**config.mk**
```make
export PLATFORM = sky130hd
export DESIGN_NAME = priority_decoder8_seq_flat
export DESIGN_NICKNAME = d
export VERILOG_FILES = /design/src/rtl/priority_decoder8_seq_if.sv /design/src/rtl/priority_decoder8_seq.sv /design/src/flat_wrapper.sv
export SDC_FILE = /design/constraint.sdc
export NUM_CORES = 1
export LEC_CHECK = 0
export ABC_AREA = 1
export CAP_MARGIN = 5
export CELL_PAD_IN_SITES_DETAIL_PLACEMENT = 1
export CELL_PAD_IN_SITES_GLOBAL_PLACEMENT = 2
export CORE_MARGIN = 10
export CORE_UTILIZATION = 34
export CTS_BUF_LIST = sky130_fd_sc_hd__clkbuf_4 sky130_fd_sc_hd__clkbuf_8 sky130_fd_sc_hd__clkbuf_16
export DETAILED_ROUTE_END_ITERATION = 8
export PLACE_DENSITY = 0.92
export SLEW_MARGIN = 0
export SYNTH_ARGS = -nofsm -noshare
export SYNTH_HDL_FRONTEND = slang
export SYNTH_SLANG_ARGS = --single-unit
```
**constraint.sdc**
```tcl
create_clock -name clk -period 6.5 [get_ports clk]
set_input_delay 1.625 -clock clk [delete_from_list [all_inputs] [get_ports clk]]
set_output_delay 1.625 -clock clk [all_outputs]
set_load 0.01 [all_outputs]
```
**src/rtl/priority_decoder8_seq_if.sv**
```systemverilog
// priority_decoder8_seq_if: index stream in, one-hot pulse and status out
interface priority_decoder8_seq_if #(parameter int DEPTH = 4) ();
  logic [2:0] in_idx;
  logic in_valid;
  logic in_ready;
  logic [7:0] out;
  logic out_valid;
  logic busy;
  logic [$clog2(DEPTH+1)-1:0] count;
  modport slave (input in_idx, in_valid, output in_ready, out, out_valid, busy, count);
  modport master (output in_idx, in_valid, input in_ready, out, out_valid, busy, count);
endinterface

```
**src/rtl/priority_decoder8_seq.sv**
```systemverilog
// priority_decoder8_seq: FIFO-buffered 3-bit indices expanded to one-hot pulses of PULSE_CYCLES cycles
module priority_decoder8_seq #(
  parameter int DEPTH = 4,
  parameter int PULSE_CYCLES = 1
) (
  input logic clk,
  input logic rst_n,
  priority_decoder8_seq_if.slave bus
);
  localparam int AW = $clog2(DEPTH);
  localparam int CW = $clog2(DEPTH + 1);
  typedef enum logic {IDLE, PULSE} state_e;
  state_e state_q, state_d;
  logic [2:0] mem_q [DEPTH];
  logic [AW-1:0] wr_q, rd_q;
  logic [CW-1:0] count_q, count_d;
  logic [7:0] out_q, out_d;
  logic [3:0] hold_q, hold_d;
  logic push, pop;
  assign bus.in_ready = rst_n && count_q != CW'(DEPTH);
  assign push = bus.in_valid && bus.in_ready;
  always_comb begin
    pop = (state_q == IDLE || hold_q == 4'd0) && count_q != '0;
    state_d = (pop || (state_q == PULSE && hold_q != 4'd0)) ? PULSE : IDLE;
    out_d = pop ? 8'd1 << mem_q[rd_q] : (state_d == PULSE ? out_q : 8'd0);
    hold_d = pop ? 4'(PULSE_CYCLES - 1) : (hold_q != 4'd0 ? hold_q - 4'd1 : 4'd0);
    count_d = count_q + CW'(push) - CW'(pop);
  end
  always_ff @(posedge clk) begin
    if (!rst_n) begin
      state_q <= IDLE;
      wr_q <= '0;
      rd_q <= '0;
      count_q <= '0;
      out_q <= '0;
      hold_q <= '0;
    end else begin
      state_q <= state_d;
      wr_q <= wr_q + AW'(push);
      rd_q <= rd_q + AW'(pop);
      count_q <= count_d;
      out_q <= out_d;
      hold_q <= hold_d;
    end
  end
  // Storage needs no reset: occupancy and pointers alone decide what is readable
  always_ff @(posedge clk) begin
    if (push) mem_q[wr_q] <= bus.in_idx;
  end
  assign bus.out = out_q;
  assign bus.out_valid = state_q == PULSE;
  assign bus.busy = state_q == PULSE || count_q != '0;
  assign bus.count = count_q;
endmodule

```
**src/flat_wrapper.sv**
```systemverilog
// flat-port wrapper written by rule: the top's interface ports become plain ports
module priority_decoder8_seq_flat 
#(
  parameter int DEPTH = 4,
  parameter int PULSE_CYCLES = 1
)
  (clk, rst_n, bus_in_idx, bus_in_valid, bus_in_ready, bus_out, bus_out_valid, bus_busy, bus_count);
  priority_decoder8_seq_if #(.DEPTH(DEPTH)) bus_i ();
  input logic clk;
  input logic rst_n;
  input wire logic [$bits(bus_i.in_idx)-1:0] bus_in_idx;
  input wire logic [$bits(bus_i.in_valid)-1:0] bus_in_valid;
  output wire logic [$bits(bus_i.in_ready)-1:0] bus_in_ready;
  output wire logic [$bits(bus_i.out)-1:0] bus_out;
  output wire logic [$bits(bus_i.out_valid)-1:0] bus_out_valid;
  output wire logic [$bits(bus_i.busy)-1:0] bus_busy;
  output wire logic [$bits(bus_i.count)-1:0] bus_count;
  assign bus_i.in_idx = bus_in_idx;
  assign bus_i.in_valid = bus_in_valid;
  assign bus_in_ready = bus_i.in_ready;
  assign bus_out = bus_i.out;
  assign bus_out_valid = bus_i.out_valid;
  assign bus_busy = bus_i.busy;
  assign bus_count = bus_i.count;
  priority_decoder8_seq #(.DEPTH(DEPTH), .PULSE_CYCLES(PULSE_CYCLES)) u_core (.clk(clk), .rst_n(rst_n), .bus(bus_i));
endmodule
```
== Word-level counts from Yosys, hierarchy flattened ==
Memories as Yosys holds them, arrays and structs flattened. A register that Yosys moved wholly into a read port is not among the register bits.
Cells that the tools add are included.

* Memories: 1
* Logic and storage cells: 35
* Bits in registers: 20
* ROM bits: 0
* Memory bits (writable): 12
* Bits in latches: 0

* Bitwise logic cells: 3
* Shift operators: 1
* Eq/ne operators: 2
* Reductions and logical operators: 11
* $add $sub $neg: 5
* Divide/modulo/power cells: 0
* Magnitude comparators: 0
* Multiplexer cells: 6
* Multipliers: 0

{| class="wikitable"
|+ Memory list
! memory !! words !! width !! rd ports !! clocked after memory_dff !! wr ports !! line !! RTL
|-
| u_core.mem_q || 4 || 3 || 1 || 1 || 1 || priority_decoder8_seq.sv:14 || <nowiki>logic [2:0] mem_q [DEPTH];</nowiki>
|}

{| class="wikitable"
|+ Operators by type and width
! cell !! count
|-
| $mux W8 || 2
|-
| $shl A1 B3 Y8 const A || 1
|-
| $add A2 B1 Y2 || 2
|-
| $logic_and A1 B1 Y1 || 4
|-
| $logic_not A4 Y1 || 1
|-
| $reduce_bool A4 Y1 || 1
|-
| $sub A4 B1 Y4 const B || 1
|-
| $add A3 B1 Y3 || 1
|-
| $logic_or A1 B1 Y1 || 3
|-
| $mux W1 || 3
|-
| $ne A3 B3 Y1 const B || 1
|-
| $not A1 Y1 || 3
|-
| $reduce_bool A3 Y1 || 1
|-
| $reduce_or A3 Y1 || 1
|-
| $sub A3 B1 Y3 || 1
|-
| $mux W2 || 1
|-
| $ne A2 B2 Y1 const B || 1
|}

== Longest topological paths before layout ==
* Depth in word-level cells: 7
* Gate-level depth with buffers: 12
* Mapped depth without buffers: 12

== Worst setup path before layout ==
OpenSTA, ideal clock, no wires.

* Kind: input to output
* Start: input rst_n
* End: output bus_in_ready
* Data arrival time: 1893 ps
* Cell stages on the path: 2
* Path slack: 2982 ps
* Path buffers: 0
* Cells stage by stage: inv_1 > a31oi_2

* Word-level cells in the longest chain between the ends: 1

{| class="wikitable"
|+ Ends and longest elaborated chain
! element !! line !! RTL
|-
| start, declared || flat_wrapper.sv:10 || <nowiki>input logic rst_n;</nowiki>
|-
| $logic_and A1 B1 Y1 || priority_decoder8_seq.sv:20 || <nowiki>assign bus.in_ready = rst_n && count_q != CW'(DEPTH);</nowiki>
|-
| end, declared || flat_wrapper.sv:13 || <nowiki>output wire logic [$bits(bus_i.in_ready)-1:0] bus_in_ready;</nowiki>
|}

Every way passes these cells.

== Worst setup path in the final report ==
Same ends and word-level chain as after synthesis.

==> metrics.log <==
INFO  metric final-instance-count-excl-fill = 237
INFO  metric mapped_nets = 174
INFO  metric cts_post_setup_buffers_inserted = 0
INFO  metric most_repeated_cell_in_the_gate_level_netlist_after_synthesis = nand2_1
INFO  metric synth_common_cells = 57 x nand2_1, 20 x dfxtp_1, 15 x inv_1, 12 x edfxtp_1, 12 x nor2_1
INFO  metric syn-cell-area = 1420 um^2
INFO  metric reg2reg_setup_slack = 4.02 ns
INFO  metric synth.top_cells.by_area = dfxtp_1 28%, edfxtp_1 25%, nand2_1 15%
INFO  metric die_height = 84.5 um
INFO  metric detail-route-antenna-nets = 0
INFO  metric timing_hold_violations_final = 0
INFO  metric start_kind = input port
INFO  metric r2r_end = u_core.bus.count[2]
INFO  metric cts_num_sinks = 32
INFO  metric ys_dominant_reg_cell = dfxtp_1
INFO  metric core_region_area = 4000 um^2
INFO  metric route.vias.total = 1,084
INFO  metric worst-slew-pin-transition = 0.525 ns
INFO  metric drt_pre_antenna_iters = 4
INFO  metric holdCritPathClass = reg -> reg
INFO  metric grt_first_pass_wirelength = 5400 um
INFO  metric start_util = 0.354
INFO  metric path_common_cell = clkdlybuf4s50_1
INFO  metric cts_tree = done
INFO  metric synth.avg_cell_area = 8.74 um^2
INFO  metric hold_start = u_core.hold_q[0]
INFO  metric cpPeakStageDelay = 0.58 ns
INFO  metric rows = 23
INFO  metric number_of_instances_on_the_worst_hold_path = 1
INFO  metric synth_seq_area_share = 0.538
INFO  metric route.final.wire_length = 3050 um
INFO  metric max_slew_margin = 0.649
INFO  metric synth_async_sr_flop_share = 0
INFO  metric boundaryPins = 20
INFO  metric status = finished clean
INFO  metric fmax = 202 MHz
INFO  metric post_synth_inst_count = 162
INFO  metric synth-seq-cells = 32
INFO  metric cell_type_with_the_largest_total_area_after_synthesis = dfxtp_1
INFO  metric dieWidth = 84.5 um
INFO  metric synth_unique_cells = 23
INFO  metric gr-usage-met3 = 0.0502
INFO  metric crit_slowest_cell = clkdlybuf4s50_1
INFO  metric timing_max_transition_violations_final = 0
INFO  metric syn2layout_area_growth = 24.3%
INFO  metric worst_skew = 0.00168 ns
INFO  metric grt_setup_unrepaired = no
INFO  metric placedCellCount = 229
INFO  metric groute.layer.met2.usage = 0.161
INFO  metric first_global_vias = 1,240
INFO  metric arrival = 3.34 ns
INFO  metric synth_top_cell_area_share = 0.283
INFO  metric largest_net_degree_at_the_start_of_global_routing = 14
INFO  metric maxCapViolCount = 0
INFO  metric ir_drop = 178 uV
INFO  metric cts_max_path_buffers = 2
INFO  metric initial_antenna_violation_count = 0
INFO  metric globalRouteOverflowTotal = 0
INFO  metric dp_worst_setup_slack = 1.54 ns
INFO  metric final_period_minus_worst_setup_slack = 4.96 ns
INFO  metric path_buf_inv = 3
INFO  metric final-setup-viol-count = 0
INFO  metric worst-path-max-fanout = 13
INFO  metric setup.worst_path.end_class = output port
INFO  metric via_per_inst = 4.57
INFO  metric clk_pin_slew = 0.06 ns
INFO  metric routed_length_per_instance = 12.9 um
INFO  metric required_time_of_the_critical_path = 4.88 ns
INFO  metric gr-max-usage-layer = met2
INFO  metric hold_path_end = u_core.hold_q[0]
INFO  metric clkLatencyLatePin = 0.28 ns
INFO  metric cts-buffers-inserted = 5
INFO  metric nNetsFinal = 198
INFO  metric detail_route.iter0.violations = 23
INFO  metric clk_root_buffer_cell = clkbuf_8
INFO  metric post_cts_hold_buffer_count = 0
INFO  metric post_cts_resized = 0
INFO  metric grt.total_usage = 0.0927
INFO  metric timing_worst_setup_path_type = in -> out
INFO  metric crit-reg2reg-launch = u_core.hold_q[0]
INFO  metric htreeDepth = 2
INFO  metric port_buffers = 19
INFO  metric crit_chain = clkdlybuf4s50_1 -> inv_1 -> a31oi_2 -> clkdlybuf4s50_1
INFO  metric p_leak = 0.747 nW
INFO  metric timing.final.crit_share = 0.763
INFO  metric setup_slack = 1.54 ns
INFO  metric layout-drive-gt1-share = 0.128
INFO  metric cell_type_group_with_the_largest_total_delay_on_the_critical_path = buffers and inverters
INFO  metric globalplace.congestion = 0.806
INFO  metric n_antenna_cell = 0
INFO  metric synth_warnings = 0
INFO  metric reg2reg_depth = 12
INFO  metric power_density = 404 nW/um^2
INFO  metric dp.final_hpwl = 2360 um
INFO  metric synth_enable_flop_cells = 12
INFO  metric setup_tns = 0 ns
INFO  metric drcViolationCount = 0
INFO  metric groute.layer.met1.usage = 0.0850
INFO  metric fp.dieArea = 7140 um^2
## report_power, final
part | internal (W) | switching [W]
Combinational | 0.000119 | 0.000156
Sequential | 0.000238 | 0.0000274
Clock | 0.000101 | 0.0000692
## flip-flops by register name, summed over array words and instances, names as in the netlist
name                  flops
u_core.bus.count          3
u_core.bus.out            8
u_core.bus.out_valid      1
u_core.hold_q             4
u_core.mem_q             12
u_core.rd_q               2
u_core.wr_q               2
## cells in the final DEF, fill, tap and decap left out, drive strengths merged
cell	count
nand2	59
nor2	15
nor3	3
edfxtp	12
nand3	7
a21oi	10
fa	1
clkbuf	8
dfxtp	20
inv	17
xnor2	3
nand3b	1
xor2	1
ha	5
clkdlybuf4s50	19
clkinv	2
a31oi	1
or2	3
## through the flow
stage / hold WS (ns) / total power, W / utilization / cell area (um^2)
floorplan: 0.413 / 0.000451 / - / 1420
global placement: 0.427 / 0.000535 / 0.414 / 1660
detailed placement: 0.448 / 0.000548 / 0.414 / 1660
CTS: 0.467 / 0.000725 / 0.440 / 1760
global route: 0.492 / 0.000776 / 0.440 / 1760
finish: 0.459 / 0.000710 / 0.440 / 1760
## worst reg2reg max path, stage by stage, from the launching register on
cell,delay (ns)
dfxtp_1,0.36
inv_1,0.06
ha_1,0.21
nand2_1,0.09
nand2_1,0.07
nand2_1,0.18
inv_1,0.10
ha_1,0.29
inv_1,0.04
ha_1,0.20
fa_1,0.37
or2_2,0.30
a21oi_1,0.13
## metal layers
layer,share of wire,vias up
met5,0,-
met4,0.024,0
met3,0.073,6
met2,0.52,19
met1,0.38,503
li1,-,556
## final cells by class
class	instances	area (um^2)
sequential	32	761
timing repair buffer	19	190
multi-input combinational	109	571
fill	477	2240
tap	50	62.6
inverter	19	71.3
clock buffer	8	104
## cells by family after synthesis
kind of cell	synth area share
AND/OR/NAND/NOR	0.263
flip-flops	0.538
buffers and inverters	0.0592
AO/OA/AOI/OAI	0.0575
adder cells (fa/ha/maj)	0.0584
XOR/XNOR	0.0248
## worst max-delay path by stage
stage | from | endpoint | depth (start not counted)
after floorplan | rst_n | bus_in_ready | 2
after global placement | rst_n | bus_in_ready | 4
after detailed placement | rst_n | bus_in_ready | 4
after CTS | rst_n | bus_in_ready | 4
after global routing | rst_n | bus_in_ready | 4
final | rst_n | bus_in_ready | 4
No activity file was read; power rests on OpenSTA's default activity.
==> variant 1 (same flow settings) <==
`DEPTH` is set to 4 in 3 places; all go to 2.
--- a/src/rtl/priority_decoder8_seq_if.sv
+++ b/src/rtl/priority_decoder8_seq_if.sv
@@ -1,5 +1,5 @@
 // priority_decoder8_seq_if: index stream in, one-hot pulse and status out
-interface priority_decoder8_seq_if #(parameter int DEPTH = 4) ();
+interface priority_decoder8_seq_if #(parameter int DEPTH = 2) ();
   logic [2:0] in_idx;
   logic in_valid;
   logic in_ready;
--- a/src/rtl/priority_decoder8_seq.sv
+++ b/src/rtl/priority_decoder8_seq.sv
@@ -1,6 +1,6 @@
 // priority_decoder8_seq: FIFO-buffered 3-bit indices expanded to one-hot pulses of PULSE_CYCLES cycles
 module priority_decoder8_seq #(
-  parameter int DEPTH = 4,
+  parameter int DEPTH = 2,
   parameter int PULSE_CYCLES = 1
 ) (
   input logic clk,
--- a/src/flat_wrapper.sv
+++ b/src/flat_wrapper.sv
@@ -1,7 +1,7 @@
 // flat-port wrapper written by rule: the top's interface ports become plain ports
 module priority_decoder8_seq_flat 
 #(
-  parameter int DEPTH = 4,
+  parameter int DEPTH = 2,
   parameter int PULSE_CYCLES = 1
 )
   (clk, rst_n, bus_in_idx, bus_in_valid, bus_in_ready, bus_out, bus_out_valid, bus_busy, bus_count);
Ports: changed (resized bus_count); port bits go from 20 to 19. No check against the original RTL was run, so the function may have changed too.
==> variant 1 against the original RTL <==
  * Power down 38%
  * Area after synthesis decreased by 25%
  * Sequential cell count down 8
  * Register-to-register slack improved by 600 ps
  * Global-route usage is 0.74 points lower
  * Sequential share of layout area decreased by 2.6 points
  * Cell area down 24%
  * First-iteration DRC count fell by 78%
  * Wire length is 24% lower
  * Clock power shrank 57%
  * Maximum frequency increased by 3.7%
  * Setup slack gained 180 ps
  * Die area is 19% lower
  * Largest power group is now registers
  * Highest routed layer unchanged
==> variant 1: results (changes against the original RTL) <==
Outcome
  – Status: completed

Global routing
  – Met1 Usage GRT: 7.970% (-0.53 points)
  – Largest net degree at the start of global routing: 14 (unchanged)
  – GRT Util Overall: 8.523% (-0.74 points)
  – Met2 Use GR: 15.90% (-0.16 points)
  – Vias in the first global route: 943 (-24%)
  – Global-route wire length before repair: 4140 microns (-23%)
  – Met3 GRT Util: 3.184% (-1.8 points)

Synth
  – Cell variety after synth: 20 (-13%)
  – Post-synth EDFFs: 6 (-6)
  – Largest cells by area after synthesis: dfxtp_1, edfxtp_1, nand2_1, nor2_1, inv_1
  – Synth Area in Compound Gates: 7.034% (+1.3 points)
  – Adder-cell share of the synthesized area: 5.862% (+0.026 points)
  – Post-synth top cells: nand2_1, nor2_1, inv_1
  – Sequential fraction of the synthesis area: 50.64% (-3.1 points)
  – Fraction of registers with async set/reset: 0% (unchanged)
  – Synth Area in XOR/XNOR: 1.641% (-0.83 points)
  – Most used DFF post-synth: dfxtp_1
  – Ys Warns: 0 (unchanged)
  – Synthesized Nets: 145 (-17%)

Power and ir drop
  – Static leakage: 0.5793 nW (-22%)
  – Worst vdd ir: 151.6 uV (-15%)

Timing
  – Relative slew slack: 77.54% (+13 points)
  – Final Cycle Share: 73.59% (-2.7 points)
  – Clock Skew: 9.030 ps (+7.348 ps)

Placed design
  – Routability cong.: 0.6811 (-15%)
  – DP Wirelength: 1930 microns (-18%)
  – Place WS: 1687 ps (+146.9 ps)
  – Number of port buffers: 18 (-1)
  – Placed cell areas: 1299 sq um (-22%)

Routing
  – Top Layer Used: met4
  – WL per Instance: 11.65 microns (-9.5%)
  – Number of DRC markers in iteration 0: 5 (-78%)
  – WL met1: 904 microns (-22%)
  – Vias per cell: 4.402 (-3.8%)
  – Met2 wire len: 1256 microns (-21%)
  – WL met3: 122 microns (-46%)

Finish
  – Number of flip-flops under the largest register name: 8 (-4)
  – Layout cells sized above 1: 9.677% (-3.2 points)
  – Nets@finish: 167 (-16%)

CTS
  – Clock buffer count from CTS: 3 (-2)
  – H-tree depth: 1 (-1)
  – Clk Latency, worst-skew pair: 320 ps (+40 ps)
  – Root buffer selected by CTS: clkbuf_4
  – Clk slew on worst S/H paths: 120 ps (+60 ps)
  – Clock Path Buffers: 2 (unchanged)
  – # resized after CTS: 0 (unchanged)

Critical path
  – Crit Path Max Fanout: 11 (-2)
  – Worst reg-to-reg setup slack: 4620 ps (+600 ps)
  – R2R Path Start: u_core.hold_q[0]$_SDFF_PP0_
  – CP arrival: 3160 ps (-180 ps)
  – Reg-to-Reg End: u_core.bus.count[1]$_SDFF_PN0_
  – R2R cell count: 10 (-2)
  – Critical Path Source: rst_n
  – CP max stage cell: clkdlybuf4s50_1
  – Top Family by Delay on Critical Path: buffers and inverters
-- variant 1: cell count changes in the layout (fill, tap and decap cells not counted), sizes merged, moves of 2 or more --
cell,before,now
clkbuf,8,4
clkinv,2,0
dfxtp,20,18
edfxtp,12,6
inv,17,20
nand2,59,40
nand3,7,3
nor2,15,23
nor3,3,1
-- variant 1: worst min path at each step --
stage / cells after the start / slack (ps) / end / start
after floorplan: 1 / 410 / u_core.hold_q[0]$_SDFF_PP0_ / u_core.hold_q[0]$_SDFF_PP0_
after global placement: 1 / 430 / u_core.hold_q[0]$_SDFF_PP0_ / u_core.hold_q[0]$_SDFF_PP0_
after detailed placement: 1 / 440 / u_core.hold_q[0]$_SDFF_PP0_ / u_core.hold_q[0]$_SDFF_PP0_
after CTS: 1 / 460 / u_core.hold_q[0]$_SDFF_PP0_ / u_core.hold_q[0]$_SDFF_PP0_
after global routing: 1 / 490 / u_core.hold_q[0]$_SDFF_PP0_ / u_core.hold_q[0]$_SDFF_PP0_
final: 1 / 450 / u_core.hold_q[0]$_SDFF_PP0_ / u_core.hold_q[0]$_SDFF_PP0_
-- variant 1: per-stage QoR --
stage	total power [W]	instances	hold slack [ps]
floorplan	0.0003038	134	412.8
detailed placement	0.0003759	195	436.3
finish	0.0004415	199	451.4
global placement	0.0003641	195	426.6
CTS	0.0004507	199	456.4
global route	0.0004799	199	485.6
-- variant 1: power breakdown --
group | leakage, nW | switching, W | internal [W]
Sequential | 0.202 | 0.0000202 | 0.000176
Combinational | 0.359 | 0.0000987 | 0.0000747
Clock | 0.0184 | 0.0000442 | 0.0000282
-- variant 1: cell type report --
type                       instances  area [sq um]
clock buffer                       4         30.03
multi-input combinational         89         447.9
tap                               44         55.05
sequential                        24         540.5
inverter                          20         75.07
fill                             390          1699
timing repair buffer              18         180.2
==> variant 2 (same settings) <==
Made on the original files. Reset style: asynchronous (`rst_n`), changed in one clocked block.
--- a/src/rtl/priority_decoder8_seq.sv
+++ b/src/rtl/priority_decoder8_seq.sv
@@ -26,7 +26,7 @@
     hold_d = pop ? 4'(PULSE_CYCLES - 1) : (hold_q != 4'd0 ? hold_q - 4'd1 : 4'd0);
     count_d = count_q + CW'(push) - CW'(pop);
   end
-  always_ff @(posedge clk) begin
+  always_ff @(posedge clk or negedge rst_n) begin
     if (!rst_n) begin
       state_q <= IDLE;
       wr_q <= '0;
Check against the original RTL: differs if rst_n is asserted again (counterexample within 4 cycles, from zero or initial values and one cycle with rst_n low); with rst_n held inactive, the same outputs for 10 cycles.
==> variant 2 against the original RTL <==
  * Sequential cell count unchanged
  * Global-route usage shrank 0.58 points
  * Critical path depth unchanged
  * Clock skew up 5.6 ps
  * Area after synthesis increased by 3.4%
  * Sequential share of layout area up 4.5 points
  * Via count is 4.7% lower
  * Cell area up 2.5%
  * Wire length fell by 6.3%
  * Utilization grew 0.14 points
  * Worst hold slack gained 18 ps
  * Setup slack better by 230 ps
  * Die area rose by 2.6%
  * Power is 7.8% higher
  * Critical endpoint unchanged
  * Largest power group unchanged
==> variant 2: results (changes against the original RTL) <==
Global routing
  – Initial antenna violation count: 0 (unchanged)
  – Met2 Use GR: 14.65% (-1.4 points)
  – Met1 Usage GRT: 8.333% (-0.16 points)
  – Met3 GRT Util: 4.541% (-0.48 points)
  – Vias in the first global route: 1159 (-6.5%)
  – Largest net degree at the start of global routing: 22 (+8)
  – GRT Util Overall: 8.683% (-0.58 points)

Synth
  – Cell variety after synth: 20 (-13%)
  – Adder-cell share of the synthesized area: 6.501% (+0.67 points)
  – Post-synth EDFFs: 12 (unchanged)
  – Post-synth top cells: nand2_1, dfrtp_1, inv_1
  – Synth Area in Compound Gates: 0% (-5.7 points)
  – Largest cells by area after synthesis: dfrtp_1, edfxtp_1, nand2_1, ha_1, inv_1
  – Fraction of registers with async set/reset: 62.50% (+63 points)
  – Synthesized Nets: 165 (-5.2%)
  – Post-synthesis mux area share: 0% (unchanged)
  – Most used DFF post-synth: dfrtp_1
  – Sequential fraction of the synthesis area: 58.85% (+5.1 points)

Outcome
  – Status: completed

Critical path
  – CP arrival: 3110 ps (-230 ps)
  – Reg-to-Reg End: u_core.bus.count[2]$_DFF_PN0_
  – R2R Path Start: u_core.hold_q[0]$_DFF_PN0_
  – Crit Path Max Fanout: 21 (+8)
  – Worst reg-to-reg setup slack: 4100 ps (+80 ps)
  – Max incr delay on CP: 540 ps (-40 ps)

Timing
  – Clock Skew: 7.311 ps (+5.629 ps)
  – Least-Margin Pin Slew: 504.7 ps (-20.48 ps)

Hold path
  – Hold_sp: u_core.bus.out[3]$_DFFE_PN0P_
  – Cells on Worst Hold Path: 2 (+1)

Power and ir drop
  – Static leakage: 0.8583 nW (+15%)
  – Power Sequential: 0.000304 W (+15%)
  – Worst vdd ir: 241.3 uV (+35%)
  – Internal: 0.0004733 W (+3.4%)
  – Comb power frac: 40.7% (+2.0 points)
  – Power Total: 0.0007662 W (+7.8%)

Routing
  – WL per Instance: 12.48 microns (-3.0%)
  – Vias per cell: 4.511 (-1.4%)

Placed design
  – Routability cong.: 0.7776 (-3.5%)
  – Number of port buffers: 19 (unchanged)

Finish
  – Nets@finish: 191 (-3.5%)
  – Layout cells sized above 1: 10.06% (-2.8 points)
## variant 2: per-layer routing
metal / part of all wire (%) / vias to the layer above
li1: - / 527
met3: 8.9 / 8
met2: 48 / 22
met4: 2.4 / 0
met1: 40 / 476
met5: 0 / -
## variant 2: final cells by class
class / count / area (sq um)
clock inverters: 2 / 11.26
multi-input cells: 103 / 534.3
repair buffers: 20 / 197.7
fillers: 485 / 2283
clock buffers: 6 / 76.32
well taps: 50 / 62.56
flip-flops and latches: 32 / 860.8
inverters: 16 / 60.06
## variant 2: through the flow
step | cell area [sq um] | setup slack [ps] | hold slack, ps | util (%) | std cells
2_1_floorplan | 1463 | 3077 | 483.0 | - | 152
3_3_place_gp | 1715 | 1778 | 461.6 | 41.98 | 221
3_5_place_dp | 1715 | 1765 | 466.5 | 41.98 | 221
4_1_cts | 1803 | 1743 | 483.8 | 44.12 | 229
5_1_grt | 1803 | 1623 | 501.2 | 44.12 | 229
6_report | 1803 | 1769 | 477.3 | 44.12 | 229
